[config.mk]
export PLATFORM = sky130hd
export DESIGN_NAME = char_mem_ctrl_flat
export DESIGN_NICKNAME = d
export VERILOG_FILES = /design/src/rtl/char_mem_ctrl_if.sv /design/src/rtl/char_mem_ctrl.sv /design/src/flat_wrapper.sv
export SDC_FILE = /design/constraint.sdc
export NUM_CORES = 1
export LEC_CHECK = 0
export CORE_ASPECT_RATIO = 0.6
export CORE_MARGIN = 5
export CORE_UTILIZATION = 41
export CTS_CLUSTER_DIAMETER = 100
export DETAILED_ROUTE_END_ITERATION = 8
export GPL_TIMING_DRIVEN = 0
export PLACE_DENSITY = 0.91
export SLEW_MARGIN = 5
export SYNTH_ARGS = -nofsm -noshare
export SYNTH_HDL_FRONTEND = slang
export SYNTH_SLANG_ARGS = --single-unit
[constraint.sdc]
create_clock -name clk -period 2.1 [get_ports clk]
set_clock_uncertainty 0.05 [all_clocks]
set_input_delay 0.21 -clock clk [delete_from_list [all_inputs] [get_ports clk]]
set_output_delay 0.21 -clock clk [all_outputs]
set_load 0.005 [all_outputs]
[src/rtl/char_mem_ctrl_if.sv]
// Bus bundle for char_mem_ctrl: video fetch port, host write port,
// clear-screen command/status and the single-port RAM port.
// The slave modport is the controller. The master modport is everything
// around it: the video engine, the host and the RAM.
//
// Host write handshake: host_wr_valid is the offer and host_wr_ready is
// the controller's combinational grant for the current cycle. A transfer
// happens in every cycle where both are high. The host holds address and
// data stable while valid is high and not yet granted. The video port
// has no back-pressure: each vid_req cycle is one fetch.
interface char_mem_ctrl_if #(
    parameter int ADDR_W = 14
);
    logic              vid_req;
    logic [ADDR_W-1:0] vid_addr;
    logic [7:0]        vid_data;
    logic              vid_valid;
    logic              host_wr_valid;
    logic              host_wr_ready;
    logic [ADDR_W-1:0] host_wr_addr;
    logic [7:0]        host_wr_data;
    logic              cls_start;
    logic              cls_busy;
    logic              cls_done;
    logic [7:0]        drop_cnt;
    logic              mem_en;
    logic              mem_we;
    logic [ADDR_W-1:0] mem_addr;
    logic [7:0]        mem_wdata;
    logic [7:0]        mem_rdata;

    modport master (
        output vid_req, vid_addr, host_wr_valid, host_wr_addr, host_wr_data,
               cls_start, mem_rdata,
        input  vid_data, vid_valid, host_wr_ready, cls_busy, cls_done,
               drop_cnt, mem_en, mem_we, mem_addr, mem_wdata
    );

    modport slave (
        input  vid_req, vid_addr, host_wr_valid, host_wr_addr, host_wr_data,
               cls_start, mem_rdata,
        output vid_data, vid_valid, host_wr_ready, cls_busy, cls_done,
               drop_cnt, mem_en, mem_we, mem_addr, mem_wdata
    );
endinterface

[src/rtl/char_mem_ctrl.sv]
// Character-cell memory controller. It arbitrates one single-port RAM
// between video fetches (highest priority), the clear-screen sequencer
// and host writes (lowest priority).
// Optional feature macro: CHAR_MEM_CLS_EN enables the clear sequencer.
// Without it, cls_start is ignored and cls_busy/cls_done stay low.
module char_mem_ctrl #(
    parameter int         COLS      = 160,
    parameter int         ROWS      = 60,
    parameter int         ADDR_W    = 14,
    parameter logic [7:0] FILL_CHAR = 8'h20
) (
    input logic            clk,
    input logic            clr,
    char_mem_ctrl_if.slave bus
);
    localparam int                NCELLS   = COLS * ROWS;
    localparam logic [ADDR_W:0]   NCELLS_W = (ADDR_W+1)'(NCELLS);

    logic              w_vid_in_rng;
    logic              w_host_in_rng;
    logic              w_vid_acc;
    logic              w_host_xfer;
    logic              w_host_acc;
    logic              w_drop;
    logic              w_idle;
    logic              w_cls_block;
    logic              w_clr_acc;
    logic [ADDR_W-1:0] w_clr_addr;
    logic              w_acc;
    logic              w_we;
    logic [ADDR_W-1:0] w_addr;
    logic [7:0]        w_wdata;
    logic [ADDR_W-1:0] r_mem_addr;
    logic [7:0]        r_mem_wdata;
    logic              r_v1_valid;
    logic              r_v1_in_rng;
    logic              r_vid_valid;
    logic [7:0]        r_vid_data;
    logic [7:0]        r_drop_cnt;

    assign w_vid_in_rng  = {1'b0, bus.vid_addr} < NCELLS_W;
    assign w_host_in_rng = {1'b0, bus.host_wr_addr} < NCELLS_W;

    // Video always wins the RAM. Out-of-range fetches skip the RAM but still
    // travel down the pipe so that every request gets exactly one response.
    assign w_vid_acc = bus.vid_req && w_vid_in_rng && !clr;

`ifdef CHAR_MEM_CLS_EN
    typedef enum logic [0:0] {
        S_IDLE  = 1'b0,
        S_CLEAR = 1'b1
    } state_t;

    localparam logic [ADDR_W-1:0] LAST_CELL = ADDR_W'(NCELLS - 1);

    state_t            r_state;
    state_t            w_state_nxt;
    logic [ADDR_W-1:0] r_ptr;
    logic [ADDR_W-1:0] w_ptr_nxt;
    logic              r_cls_done;
    logic              w_cls_done_nxt;

    // Clear sequencer state, fill pointer and the registered done pulse.
    always_ff @(posedge clk or posedge clr) begin
        if (clr) begin
            r_state    <= S_IDLE;
            r_ptr      <= '0;
            r_cls_done <= 1'b0;
        end else begin
            r_state    <= w_state_nxt;
            r_ptr      <= w_ptr_nxt;
            r_cls_done <= w_cls_done_nxt;
        end
    end

    // Next-state logic. A video request stalls the fill for that cycle.
    // The last cell's write returns the FSM to IDLE with a done pulse.
    always_comb begin
        w_state_nxt    = r_state;
        w_ptr_nxt      = r_ptr;
        w_cls_done_nxt = 1'b0;
        w_clr_acc      = 1'b0;
        case (r_state)
            S_IDLE: begin
                if (bus.cls_start) begin
                    w_state_nxt = S_CLEAR;
                    w_ptr_nxt   = '0;
                end
            end
            S_CLEAR: begin
                if (!bus.vid_req) begin
                    w_clr_acc = 1'b1;
                    if (r_ptr == LAST_CELL) begin
                        w_state_nxt    = S_IDLE;
                        w_ptr_nxt      = '0;
                        w_cls_done_nxt = 1'b1;
                    end else begin
                        w_ptr_nxt = r_ptr + ADDR_W'(1);
                    end
                end
            end
            default: w_state_nxt = S_IDLE;
        endcase
    end

    assign w_idle       = (r_state == S_IDLE);
    assign w_cls_block  = bus.cls_start;
    assign w_clr_addr   = r_ptr;
    assign bus.cls_busy = (r_state == S_CLEAR);
    assign bus.cls_done = r_cls_done;
`else
    logic w_unused_cls;

    assign w_unused_cls = bus.cls_start | (|FILL_CHAR);
    assign w_idle       = 1'b1;
    assign w_cls_block  = 1'b0;
    assign w_clr_acc    = 1'b0;
    assign w_clr_addr   = '0;
    assign bus.cls_busy = 1'b0;
    assign bus.cls_done = 1'b0;
`endif

    // The host gets the RAM only when nobody with higher priority wants it.
    // A clear command in the same cycle also blocks the host.
    assign bus.host_wr_ready = w_idle && !bus.vid_req && !w_cls_block && !clr;
    assign w_host_xfer       = bus.host_wr_valid && bus.host_wr_ready;
    assign w_host_acc        = w_host_xfer && w_host_in_rng;
    assign w_drop            = w_host_xfer && !w_host_in_rng;

    // RAM port mux. When no access happens, the port shows the last address
    // and the last write data.
    always_comb begin
        w_acc   = 1'b0;
        w_we    = 1'b0;
        w_addr  = r_mem_addr;
        w_wdata = r_mem_wdata;
        if (w_vid_acc) begin
            w_acc  = 1'b1;
            w_addr = bus.vid_addr;
        end else if (w_clr_acc) begin
            w_acc   = 1'b1;
            w_we    = 1'b1;
            w_addr  = w_clr_addr;
            w_wdata = FILL_CHAR;
        end else if (w_host_acc) begin
            w_acc   = 1'b1;
            w_we    = 1'b1;
            w_addr  = bus.host_wr_addr;
            w_wdata = bus.host_wr_data;
        end
    end

    // Remember the last driven address and write data so idle cycles hold them.
    always_ff @(posedge clk or posedge clr) begin
        if (clr) begin
            r_mem_addr  <= '0;
            r_mem_wdata <= '0;
        end else begin
            if (w_acc) r_mem_addr <= w_addr;
            if (w_we)  r_mem_wdata <= w_wdata;
        end
    end

    // Two-stage fetch pipe: stage 1 waits for RAM latency, stage 2 captures.
    always_ff @(posedge clk or posedge clr) begin
        if (clr) begin
            r_v1_valid  <= 1'b0;
            r_v1_in_rng <= 1'b0;
            r_vid_valid <= 1'b0;
            r_vid_data  <= 8'h00;
        end else begin
            r_v1_valid  <= bus.vid_req;
            r_v1_in_rng <= w_vid_in_rng;
            r_vid_valid <= r_v1_valid;
            if (r_v1_valid) r_vid_data <= r_v1_in_rng ? bus.mem_rdata : 8'h00;
        end
    end

    // Saturating count of host writes accepted to addresses off the screen.
    always_ff @(posedge clk or posedge clr) begin
        if (clr) begin
            r_drop_cnt <= 8'h00;
        end else if (w_drop && (r_drop_cnt != 8'hFF)) begin
            r_drop_cnt <= r_drop_cnt + 8'd1;
        end
    end

    assign bus.mem_en    = w_acc;
    assign bus.mem_we    = w_we;
    assign bus.mem_addr  = w_addr;
    assign bus.mem_wdata = w_wdata;
    assign bus.vid_data  = r_vid_data;
    assign bus.vid_valid = r_vid_valid;
    assign bus.drop_cnt  = r_drop_cnt;
endmodule

[src/flat_wrapper.sv]
// flat-port wrapper written by rule: the top's interface ports become plain ports
module char_mem_ctrl_flat 
#(
    parameter int         COLS      = 160,
    parameter int         ROWS      = 60,
    parameter int         ADDR_W    = 14,
    parameter logic [7:0] FILL_CHAR = 8'h20
)
  (clk, clr, bus_vid_req, bus_vid_addr, bus_host_wr_valid, bus_host_wr_addr, bus_host_wr_data, bus_cls_start, bus_mem_rdata, bus_vid_data, bus_vid_valid, bus_host_wr_ready, bus_cls_busy, bus_cls_done, bus_drop_cnt, bus_mem_en, bus_mem_we, bus_mem_addr, bus_mem_wdata);
  char_mem_ctrl_if #(.ADDR_W(ADDR_W)) bus_i ();
  input logic clk;
  input logic clr;
  input wire logic [$bits(bus_i.vid_req)-1:0] bus_vid_req;
  input wire logic [$bits(bus_i.vid_addr)-1:0] bus_vid_addr;
  input wire logic [$bits(bus_i.host_wr_valid)-1:0] bus_host_wr_valid;
  input wire logic [$bits(bus_i.host_wr_addr)-1:0] bus_host_wr_addr;
  input wire logic [$bits(bus_i.host_wr_data)-1:0] bus_host_wr_data;
  input wire logic [$bits(bus_i.cls_start)-1:0] bus_cls_start;
  input wire logic [$bits(bus_i.mem_rdata)-1:0] bus_mem_rdata;
  output wire logic [$bits(bus_i.vid_data)-1:0] bus_vid_data;
  output wire logic [$bits(bus_i.vid_valid)-1:0] bus_vid_valid;
  output wire logic [$bits(bus_i.host_wr_ready)-1:0] bus_host_wr_ready;
  output wire logic [$bits(bus_i.cls_busy)-1:0] bus_cls_busy;
  output wire logic [$bits(bus_i.cls_done)-1:0] bus_cls_done;
  output wire logic [$bits(bus_i.drop_cnt)-1:0] bus_drop_cnt;
  output wire logic [$bits(bus_i.mem_en)-1:0] bus_mem_en;
  output wire logic [$bits(bus_i.mem_we)-1:0] bus_mem_we;
  output wire logic [$bits(bus_i.mem_addr)-1:0] bus_mem_addr;
  output wire logic [$bits(bus_i.mem_wdata)-1:0] bus_mem_wdata;
  assign bus_i.vid_req = bus_vid_req;
  assign bus_i.vid_addr = bus_vid_addr;
  assign bus_i.host_wr_valid = bus_host_wr_valid;
  assign bus_i.host_wr_addr = bus_host_wr_addr;
  assign bus_i.host_wr_data = bus_host_wr_data;
  assign bus_i.cls_start = bus_cls_start;
  assign bus_i.mem_rdata = bus_mem_rdata;
  assign bus_vid_data = bus_i.vid_data;
  assign bus_vid_valid = bus_i.vid_valid;
  assign bus_host_wr_ready = bus_i.host_wr_ready;
  assign bus_cls_busy = bus_i.cls_busy;
  assign bus_cls_done = bus_i.cls_done;
  assign bus_drop_cnt = bus_i.drop_cnt;
  assign bus_mem_en = bus_i.mem_en;
  assign bus_mem_we = bus_i.mem_we;
  assign bus_mem_addr = bus_i.mem_addr;
  assign bus_mem_wdata = bus_i.mem_wdata;
  char_mem_ctrl #(.COLS(COLS), .ROWS(ROWS), .ADDR_W(ADDR_W), .FILL_CHAR(FILL_CHAR)) u_core (.clk(clk), .clr(clr), .bus(bus_i));
endmodule
==> run metrics, run 1 <==
number of synthesized flops with an enable pin=0; setup repair after global routing missed its margin=no; Synth area leaders=dfrtp_1, mux2_2, a21oi_1; Clock Pin Slew Worst Setup and Hold Paths=0.07 ns; YS warnings=0; drt initial violations=56; Crit path max-delay family=buffers and inverters; Syn Area/Cell=10.65 um^2; post-synth top area share=50.71%; post-synthesis register bit count=41; CP Cell Sequence=clkdlybuf4s15_1 > nand2_2 > o211ai_4 > buf_6 > bufbuf_16 > mux2i_2 > a21oi_1 > dlygate4sd2_1; Synth-to-Final Area Change=64.32%; outcome=finished clean; Vias=1812; Synth Flop Type=dfrtp_1; Final Max Slew Viols=0; minimum clock period=2.012 ns; Synth cell types=35; TritonCTS Buffers=5; sequential share of the synthesized area=50.71%; Die ar.=6486 um^2; vias in the first global route=1935; fin crit share=95.82%; Syn Std Cell Area=2023 um^2; net total in the final layout=349; worst slew pin tran=0.5308 ns; Tot GR Track Use=18.17%; core area=4683 um^2; Critical Path RT=1.84 ns; Synth Instances=190; minimum hold slack=0.07193 ns; Initial Util=43.20%; antenna-violating nets left=0; Data arrival, critical path=1.75 ns; Post-route DRC=0; Post-Route Setup TNS=0 ns; die width=100.7 um; CP Capture Type=primary output; Tot Pwr=0.002310 W; CTS tree=yes; largest net degree at the start of global routing=23; first-pass GRT wire length=9.301 mm; Worst slew margin=64.38%; fmax=497.0 MHz; vias per cell=4.992; global placement routability congestion=0.7661; GRT Residual Overflow=0; CP Buf/Inv Count=4; clk buf depth=2; layout cells sized above 1=28.09%; routed len/inst=15.58 um; number of max-cap violations=0; area leader, netlist=dfrtp_1; initial antenna violation count=1; CP peak stage delay=0.26 ns; peak supply drop=522.7 uV; Pwr Density=694.9 nW/um^2; Die Y=64.42 um; Cell Rows=19; Critical-path top delay cell=dlygate4sd2_1; crit path kind=primary input to primary output; startpoint types=primary input; clk sink count=41; Hold Crit Class=primary input to flop; WL final=5.654 mm; Final setup viols=0; async set-or-reset flop fraction in the synthesized netlist=100.0%; clk root buf=clkbuf_8; Worst Path Max Fanout=5; # fillers=358; Clk Latency, worst-skew pair=0.28 ns; I/O pin count=93; drt first pass iters=4; IO Port Bufs=89; Leakage=1.522 nW; final hold vios=0; HPWL after DPL=4.029 mm; H-tree Lvls=2
==> worst paths after layout <==
path / from / end / slack [ns] / cells after the start
max: bus_host_wr_addr[13] / bus_mem_addr[1] / 0.09 / 8
min reg2reg: u_core.r_mem_wdata[0] / u_core.r_mem_wdata[0] / 0.46 / 1
max reg2reg: u_core.bus.drop_cnt[2] / u_core.bus.drop_cnt[1] / 0.45 / 4
max in group asynchronous: clr / u_core.r_mem_addr[2] / 1.04 / 4
min: bus_vid_req / u_core.r_v1_valid / 0.07 / 1
min in group asynchronous: clr / u_core.r_v1_valid / 0.50 / 3
==> cell usage in the layout (no fill, tap or decap), types with 5 or more instances in the layout <==
cell	n
inv_1	9
clkbuf_8	8
clkbuf_2	6
xnor2_1	7
nand2_1	11
mux2i_2	7
clkdlybuf4s50_1	50
buf_4	10
nor2_1	11
buf_2	5
dlygate4sd2_1	21
mux2i_1	5
o21ai_0	8
nor2_2	5
dfrtp_1	41
a21oi_1	22
mux2_2	16
==> synthesized netlist by cell type, types with 2 or more instances <==
| master | number |
|---|---|
| dfrtp_1 | 41 |
| a21oi_1 | 27 |
| mux2_2 | 16 |
| nor2_1 | 16 |
| mux2i_1 | 13 |
| nand2_1 | 12 |
| inv_1 | 10 |
| o21ai_0 | 9 |
| xnor2_1 | 7 |
| clkbuf_1 | 5 |
| buf_2 | 3 |
| nand4_1 | 3 |
| and2_1 | 2 |
| and3_1 | 2 |
| buf_4 | 2 |
| nand3_1 | 2 |
| o22a_1 | 2 |
==> per-layer routing <==
metal | wire length, um | track usage [%] | up-vias
met2 | 2614 | 28.69 | 62
met5 | 0 | 0 | -
li1 | - | - | 879
met4 | 68 | 5.546 | 0
met1 | 2510 | 23.45 | 863
met3 | 461 | 6.645 | 8
==> through the flow <==
| step | setup WS, ns | util (%) | area (um^2) | std cells |
|---|---|---|---|---|
| after detailed placement | -0.5669 | 64.57 | 3024 | 344 |
| final | 0.08787 | 70.99 | 3324 | 363 |
| after global placement | -0.5725 | 63.99 | 2997 | 343 |
| after global routing | 0.01042 | 70.99 | 3324 | 363 |
| after CTS | -0.02637 | 70.16 | 3286 | 359 |
| after floorplan | 0.5517 | - | 2027 | 191 |
==> cell type report <==
cell class                      instances  area, um^2  share of cell area [%]
Antenna cell                            1       2.502                 0.07527
Tap cell                               63       78.83                   2.371
Timing Repair Buffer                  101       972.2                   29.24
Buffer                                 10       102.6                   3.086
Inverter                               10       37.54                   1.129
Clock buffer                            7       86.33                   2.597
Multi-Input combinational cell        130        1018                   30.64
Sequential cell                        41        1026                   30.86
==> repair_timing <==
item,CTS,global route
hold endpoints to repair,0,19
hold buffers,0,1
setup buffers,7,2
endpoints found under the setup margin,24,13
gates cloned,1,0
pin swaps,9,4
resized for setup,92,26
==> registers in the layout, summed over array words and instances (netlist names) <==
name,flops
u_core.r_mem_addr,14
u_core.r_v1_in_rng,1
u_core.bus.drop_cnt,8
u_core.bus.vid_data,8
u_core.r_v1_valid,1
u_core.bus.vid_valid,1
u_core.r_mem_wdata,8
==> logic make-up (layout without fill, tap and decap cells) <==
family	after synthesis	count (layout)	synth area share, %
other cells	1	3	0.1854
fa+ha+maj	1	1	0.6183
flops	41	41	50.71
xor+xnor	7	7	3.030
compound gates	47	47	14.66
buf+inv	20	128	4.267
simple gates	43	43	10.45
mux	30	30	16.08
==> where the power goes <==
part	switching (W)	internal, W	total [W]
sequential	0.0000903	0.000934	0.00102
combinational	0.000305	0.000474	0.000779
clock	0.000246	0.000261	0.000507
total	0.000641	0.00167	0.00231
(Power assumes the default switching activity.)
==> run 2: changes to the inputs <==
ABC_AREA = 1   (was default)
CORE_UTILIZATION = 43   (was 41)
==> run 2 against run 1 <==
Net effect: the flow now finishes with violations (negative setup slack); power rose by 6.0%; final area is 8.8% higher; clock power grew 29%; sequential share of layout area decreased by 2.5 points; largest cell class unchanged; largest power group unchanged; highest routed layer unchanged.
==> run metrics, run 2 <==
Syn Area/Cell=7.450 um^2; Clk Latency, worst-skew pair=0.28 ns; CP Capture Type=primary output; number of synthesized flops with an enable pin=0; Synth cell types=29; Final setup viols=1; peak supply drop=474.4 uV; CP dominant cell by count=nand2_1; Tot Pwr=0.002450 W; Leakage=2.055 nW; fin cells=484; clk sink count=41; WL final=6.646 mm; clk root buf=clkbuf_8; Hold Crit Class=primary input to flop; Syn Std Cell Area=2287 um^2; RR Startpoint=u_core.bus.drop_cnt[0]; Data arrival, critical path=1.85 ns; placed cell areas=3264 um^2; commonest non-fill, non-tap cell in the layout=nand2_1; Initial Util=44.80%; Hold Path Stages=1; routed len/inst=13.73 um; largest register by flop count=u_core.r_mem_addr; initial antenna violation count=0; area leader, netlist=dfrtp_1; YS warnings=0; worst slew pin tran=1.010 ns; diodes inserted=0; HPWL after DPL=4.798 mm; CTS tree=yes; first-pass GRT wire length=10.71 mm; Synth Instances=307; H-tree Lvls=2; fmax=473.0 MHz; sequential share of the synthesized area=44.86%; Post-Route Setup TNS=-0.01402 ns; die width=104.2 um; drt first pass iters=4; number of flip-flops under the largest register name=14; hold wc startpoint=bus_vid_req; antenna-violating nets left=0; global placement routability congestion=0.8701; I/O pin count=93; failing checks=negative setup slack; layout cells sized above 1=14.11%; minimum hold slack=0.03315 ns; IO Port Bufs=89; final hold vios=0; reg-to-reg setup timing slack=0.57 ns; Setup WS post-layout=-0.01402 ns; terminus of the critical flop-to-flop path=u_core.bus.drop_cnt[3]; post-synthesis register bit count=41; Final Max Slew Viols=0; # fillers=407; vias per cell=4.866; Vias=2355; minimum clock period=2.114 ns; cell with the most instances after synthesis=nand2_1; post-synth top area share=44.86%; R2R depth=8; CP Cell Sequence=clkdlybuf4s50_1 > inv_1 > nand2_1 > nand3_2 > and2_4 > buf_6 > buf_8 > nand3_1 > nand2_1 > dlygate4sd2_1; Pwr Density=677.5 nW/um^2; CP peak stage delay=0.52 ns; outcome=finished with violations; core area=5105 um^2; startpoint types=primary input; Critical-path top delay cell=clkdlybuf4s50_1; Worst Path Max Fanout=10; Tot GR Track Use=19.02%; Synth-to-Final Area Change=58.10%; Die Y=66.49 um; most frequent cells in the layout=nand2_1, clkdlybuf4s50_1, inv_1, dfrtp_1, nand3_1; most frequent cells after synthesis=nand2_1, inv_1, dfrtp_1, nand3_1, nand4_1; Synth area leaders=dfrtp_1, nand2_1, nand3_1; GRT Residual Overflow=0; number of max-cap violations=0; Synth Flop Type=dfrtp_1; async set-or-reset flop fraction in the synthesized netlist=100.0%; Critical Path RT=1.84 ns; clk buf depth=2; TritonCTS Buffers=5; setup repair after global routing missed its margin=yes; Post-route DRC=0; drt initial violations=106; fin crit share=100.7%; net total in the final layout=467; Cell Rows=20; Hold Crit Endpoint=u_core.r_v1_valid; Die ar.=6925 um^2; largest net degree at the start of global routing=22; vias in the first global route=2352; fin area=3616 um^2; crit path kind=primary input to primary output; Clock Pin Slew Worst Setup and Hold Paths=0.07 ns; Worst slew margin=32.43%; placed cells=463
run 2: worst max-delay path, delay by kind of cell:
| family | cells | cell delay, ns |
|---|---|---|
| buf+inv | 5 | 1.10 |
| simple gates | 5 | 0.54 |
run 2: cells by family after synthesis:
family          Yosys count  synth area share (%)
xor+xnor                  3                 1.149
simple gates            182                 36.82
compound gates           15                 4.103
flops                    41                 44.86
fa+ha+maj                 1                0.5470
other cells               1                0.1640
buf+inv                  64                 12.36
run 2: stage by stage:
| stage | utilization [%] | setup slack [ns] |
|---|---|---|
| finish | 70.83 | -0.01402 |
| CTS | 68.36 | -0.1557 |
| global route | 70.83 | -0.08218 |
| detailed placement | 63.95 | -0.9814 |
| floorplan | - | 0.3683 |
| global placement | 63.95 | -0.9410 |
run 2: worst max-delay path by stage:
stage / start / slack (ns) / endpoint / cells past startpoint
after global routing: bus_vid_addr[9] / -0.08 / bus_mem_addr[10] / 10
final: bus_vid_addr[9] / -0.01 / bus_mem_addr[10] / 10
after global placement: clr / -0.94 / bus_mem_addr[2] / 10
after floorplan: clr / 0.37 / bus_mem_addr[2] / 8
after detailed placement: clr / -0.98 / bus_mem_addr[7] / 10
after CTS: bus_vid_req / -0.16 / bus_mem_addr[5] / 8
run 2: final cells by class:
type	count	area [um^2]	area share (%)
timing repair inverter	2	17.52	0.4844
clock buffer	7	86.33	2.388
buffer	13	120.1	3.322
sequential	41	1026	28.37
inverter	51	222.7	6.159
clock inverter	1	30.03	0.8304
multi-input combinational	203	1036	28.65
tap	66	82.58	2.284
timing repair buffer	100	994.7	27.51
run 2: where the power goes:
group          leakage, nW  internal, W  switching [W]  total [W]
combinational         1.49     0.000422       0.000374   0.000796
sequential           0.507     0.000925      0.0000767    0.00100
clock               0.0585     0.000388       0.000264   0.000652
run 2: metal layers:
metal | share of wire [%] | vias to the layer above | track usage (%)
met4 | 0.92 | 0 | 3.716
li1 | - | 1177 | -
met5 | 0 | - | 0
met2 | 46 | 75 | 33.33
met1 | 47 | 1095 | 23.43
met3 | 6.3 | 8 | 6.002
run 2: what timing repair did:
item	CTS	global route
gates resized for setup	42	34
hold buffers	3	0
endpoints found under the setup margin	37	17
buffers inserted	3	5
gates cloned	2	0
pin swaps	3	8
endpoints found under the hold margin	41	0
==> RTL change, RTL diff (config.mk and constraints of run 2) <==
`ADDR_W` is set to 14 in 3 places; all go to 13.
--- a/src/rtl/char_mem_ctrl_if.sv
+++ b/src/rtl/char_mem_ctrl_if.sv
@@ -9,7 +9,7 @@
 // data stable while valid is high and not yet granted. The video port
 // has no back-pressure: each vid_req cycle is one fetch.
 interface char_mem_ctrl_if #(
-    parameter int ADDR_W = 14
+    parameter int ADDR_W = 13
 );
     logic              vid_req;
     logic [ADDR_W-1:0] vid_addr;
--- a/src/rtl/char_mem_ctrl.sv
+++ b/src/rtl/char_mem_ctrl.sv
@@ -6,7 +6,7 @@
 module char_mem_ctrl #(
     parameter int         COLS      = 160,
     parameter int         ROWS      = 60,
-    parameter int         ADDR_W    = 14,
+    parameter int         ADDR_W    = 13,
     parameter logic [7:0] FILL_CHAR = 8'h20
 ) (
     input logic            clk,
--- a/src/flat_wrapper.sv
+++ b/src/flat_wrapper.sv
@@ -3,7 +3,7 @@
 #(
     parameter int         COLS      = 160,
     parameter int         ROWS      = 60,
-    parameter int         ADDR_W    = 14,
+    parameter int         ADDR_W    = 13,
     parameter logic [7:0] FILL_CHAR = 8'h20
 )
   (clk, clr, bus_vid_req, bus_vid_addr, bus_host_wr_valid, bus_host_wr_addr, bus_host_wr_data, bus_cls_start, bus_mem_rdata, bus_vid_data, bus_vid_valid, bus_host_wr_ready, bus_cls_busy, bus_cls_done, bus_drop_cnt, bus_mem_en, bus_mem_we, bus_mem_addr, bus_mem_wdata);
Ports: changed (resized bus_host_wr_addr, bus_mem_addr and bus_vid_addr); port bits go from 93 to 90. The function was not compared with the original's and may differ.
==> RTL change against run 2 <==
Worst hold slack improved by 0.25 ns; count of clock-buffer cells in the layout did not move; final cell count fell by 34%; power fell by 32%; register-to-register slack improved by 0.45 ns; routed wire length fell by 31%; global-route usage fell by 0.23 points; area after synthesis fell by 34%; sequential cell count fell by 9; critical path depth fell by 3; setup slack improved by 0.089 ns; final area fell by 31%; die area fell by 31%; critical path type unchanged.
==> RTL change: results (changes against run 2) <==
The routed metal-1 wirelength is 1.939 mm (-38%). The final HPWL from detailed placement is 3.470 mm (-28%). The number of global-route vias before repair was 1548 (-34%). The final hold slack came out at 0.2865 ns (+0.2533 ns). The met2 wirelength from detailed routing came out at 2.228 mm (-27%). The distinct cell type count after synthesis is 13 (-55%).

By count the netlist is led by 58 x sky130_fd_sc_hd__nand2_1, 47 x sky130_fd_sc_hd__nand3_1, 32 x sky130_fd_sc_hd__dfrtp_1. The maximum number of pins on one net before global-route repair is 34 (+55%). The adder-cell share of the synthesized area came out at 0% (-0.55 points). The top achievable clock speed came to 493.9 MHz (+4.4%).

The pre-CTS worst setup slack is -0.5397 ns (+0.4417 ns). In this run the critical register-to-register path is launched from u_core.r_v1_valid$_DFF_PP0_. The met3 wirelength from detailed routing is 336 um (-20%).

The arrival time reported for the critical path endpoint is 1.76 ns (-0.09 ns). After synthesis, the cell types taking the most area are sky130_fd_sc_hd__dfrtp_1 53%, sky130_fd_sc_hd__nand3_1 16%, sky130_fd_sc_hd__nand2_1 15%. The net switching power of the design was 0.4170 mW (-42%). The reported leakage power came out at 1.244 nW (-39%). The flow ran to the end, and the final reports show no timing, DRC or antenna violations. The first-pass GRT wire length is 7.100 mm (-34%). The post-detailed-route via-to-cell ratio came out at 4.806 (-1.2%).

The compound-cell area share of the yosys netlist is 3.255% (-0.85 points). The worst reg2reg path depth is 3 (-5). The count of buffers from port buffering came to 78 (-12%).

The fraction of layout instances using a drive strength above 1 is 11.64% (-2.5 points). The number of fillers in the final layout came out at 254 (-38%). The parity-gate share of the synthesized area counting xor and xnor cells is 0% (-1.1 points). The total number of nets in the final design came to 322 (-31%). The number of resized instances in the post-cts repair step is 6 (-86%). The flip-flop count of the largest register, all copies and words added was 13 (-1). The cell area after placement is 2370 um2 (-27%). The routed length per placed instance is 14.31 um (+4.2%). The critical path's largest stage delay was 0.50 ns (-0.02 ns). The peak ir drop on the vdd network came out at 0.4738 mV (-0.11%).

The global router's overall resource usage is 18.79% (-0.23 points). The number of design-rule violations left by the first detailed-router iteration came out at 52 (-51%). The endpoint identified for the worst register-to-register timing path is u_core.bus.vid_data[0]$_DFFE_PP0P_.

The reg2reg setup slack is 1.02 ns (+0.45 ns).
RTL change: cell count changes after synthesis, sizes merged, moves of 2 or more:
cell           run 2  this run
nand2            114        59
inv               49        12
nand4             15         0
dfrtp             41        32
nor2              10         2
nand3             40        47
o21ai             14         9
buf               12        16
xor2               3         0
clkinv             2         0
RTL change: layout make-up:
| class | instances | area (um2) | area share [%] |
|---|---|---|---|
| plain buffers | 16 | 115.1 | 4.589 |
| clock buffers | 7 | 96.34 | 3.840 |
| inverters | 12 | 57.56 | 2.294 |
| multi-input cells | 128 | 579.3 | 23.09 |
| flip-flops and latches | 32 | 800.8 | 31.92 |
| well taps | 45 | 56.30 | 2.244 |
| repair buffers | 80 | 803.3 | 32.02 |
RTL change: routing by layer:
| layer | vias to the layer above | track usage, % |
|---|---|---|
| li1 | 746 | - |
| met3 | 11 | 5.917 |
| met4 | 0 | 7.333 |
| met1 | 723 | 22.26 |
| met2 | 58 | 31.72 |
| met5 | - | 0 |
RTL change: metrics by stage:
step / power, mW / TNS, ns / instances / utilization, %
finish: 1.662 / 0 / 320 / 75.95
global placement: 1.147 / -6.721 / 311 / 71.74
detailed placement: 1.164 / -7.460 / 311 / 71.74
global route: 1.743 / 0 / 320 / 75.95
floorplan: 0.8850 / 0 / 188 / -
CTS: 1.665 / 0 / 318 / 74.92
RTL change: cell families after synthesis:
logic type / after synthesis
compound gates: 9
buf+inv: 28
other cells: 2
flops: 32
simple gates: 108
RTL change: power groups by stage:
stage | logic (mW) | registers [mW] | clock network (mW)
6_report | 0.448 | 0.713 | 0.501
5_1_grt | 0.490 | 0.720 | 0.533
4_1_cts | 0.445 | 0.713 | 0.508
3_5_place_dp | 0.441 | 0.724 | 0
3_3_place_gp | 0.427 | 0.720 | 0
2_1_floorplan | 0.167 | 0.718 | 0
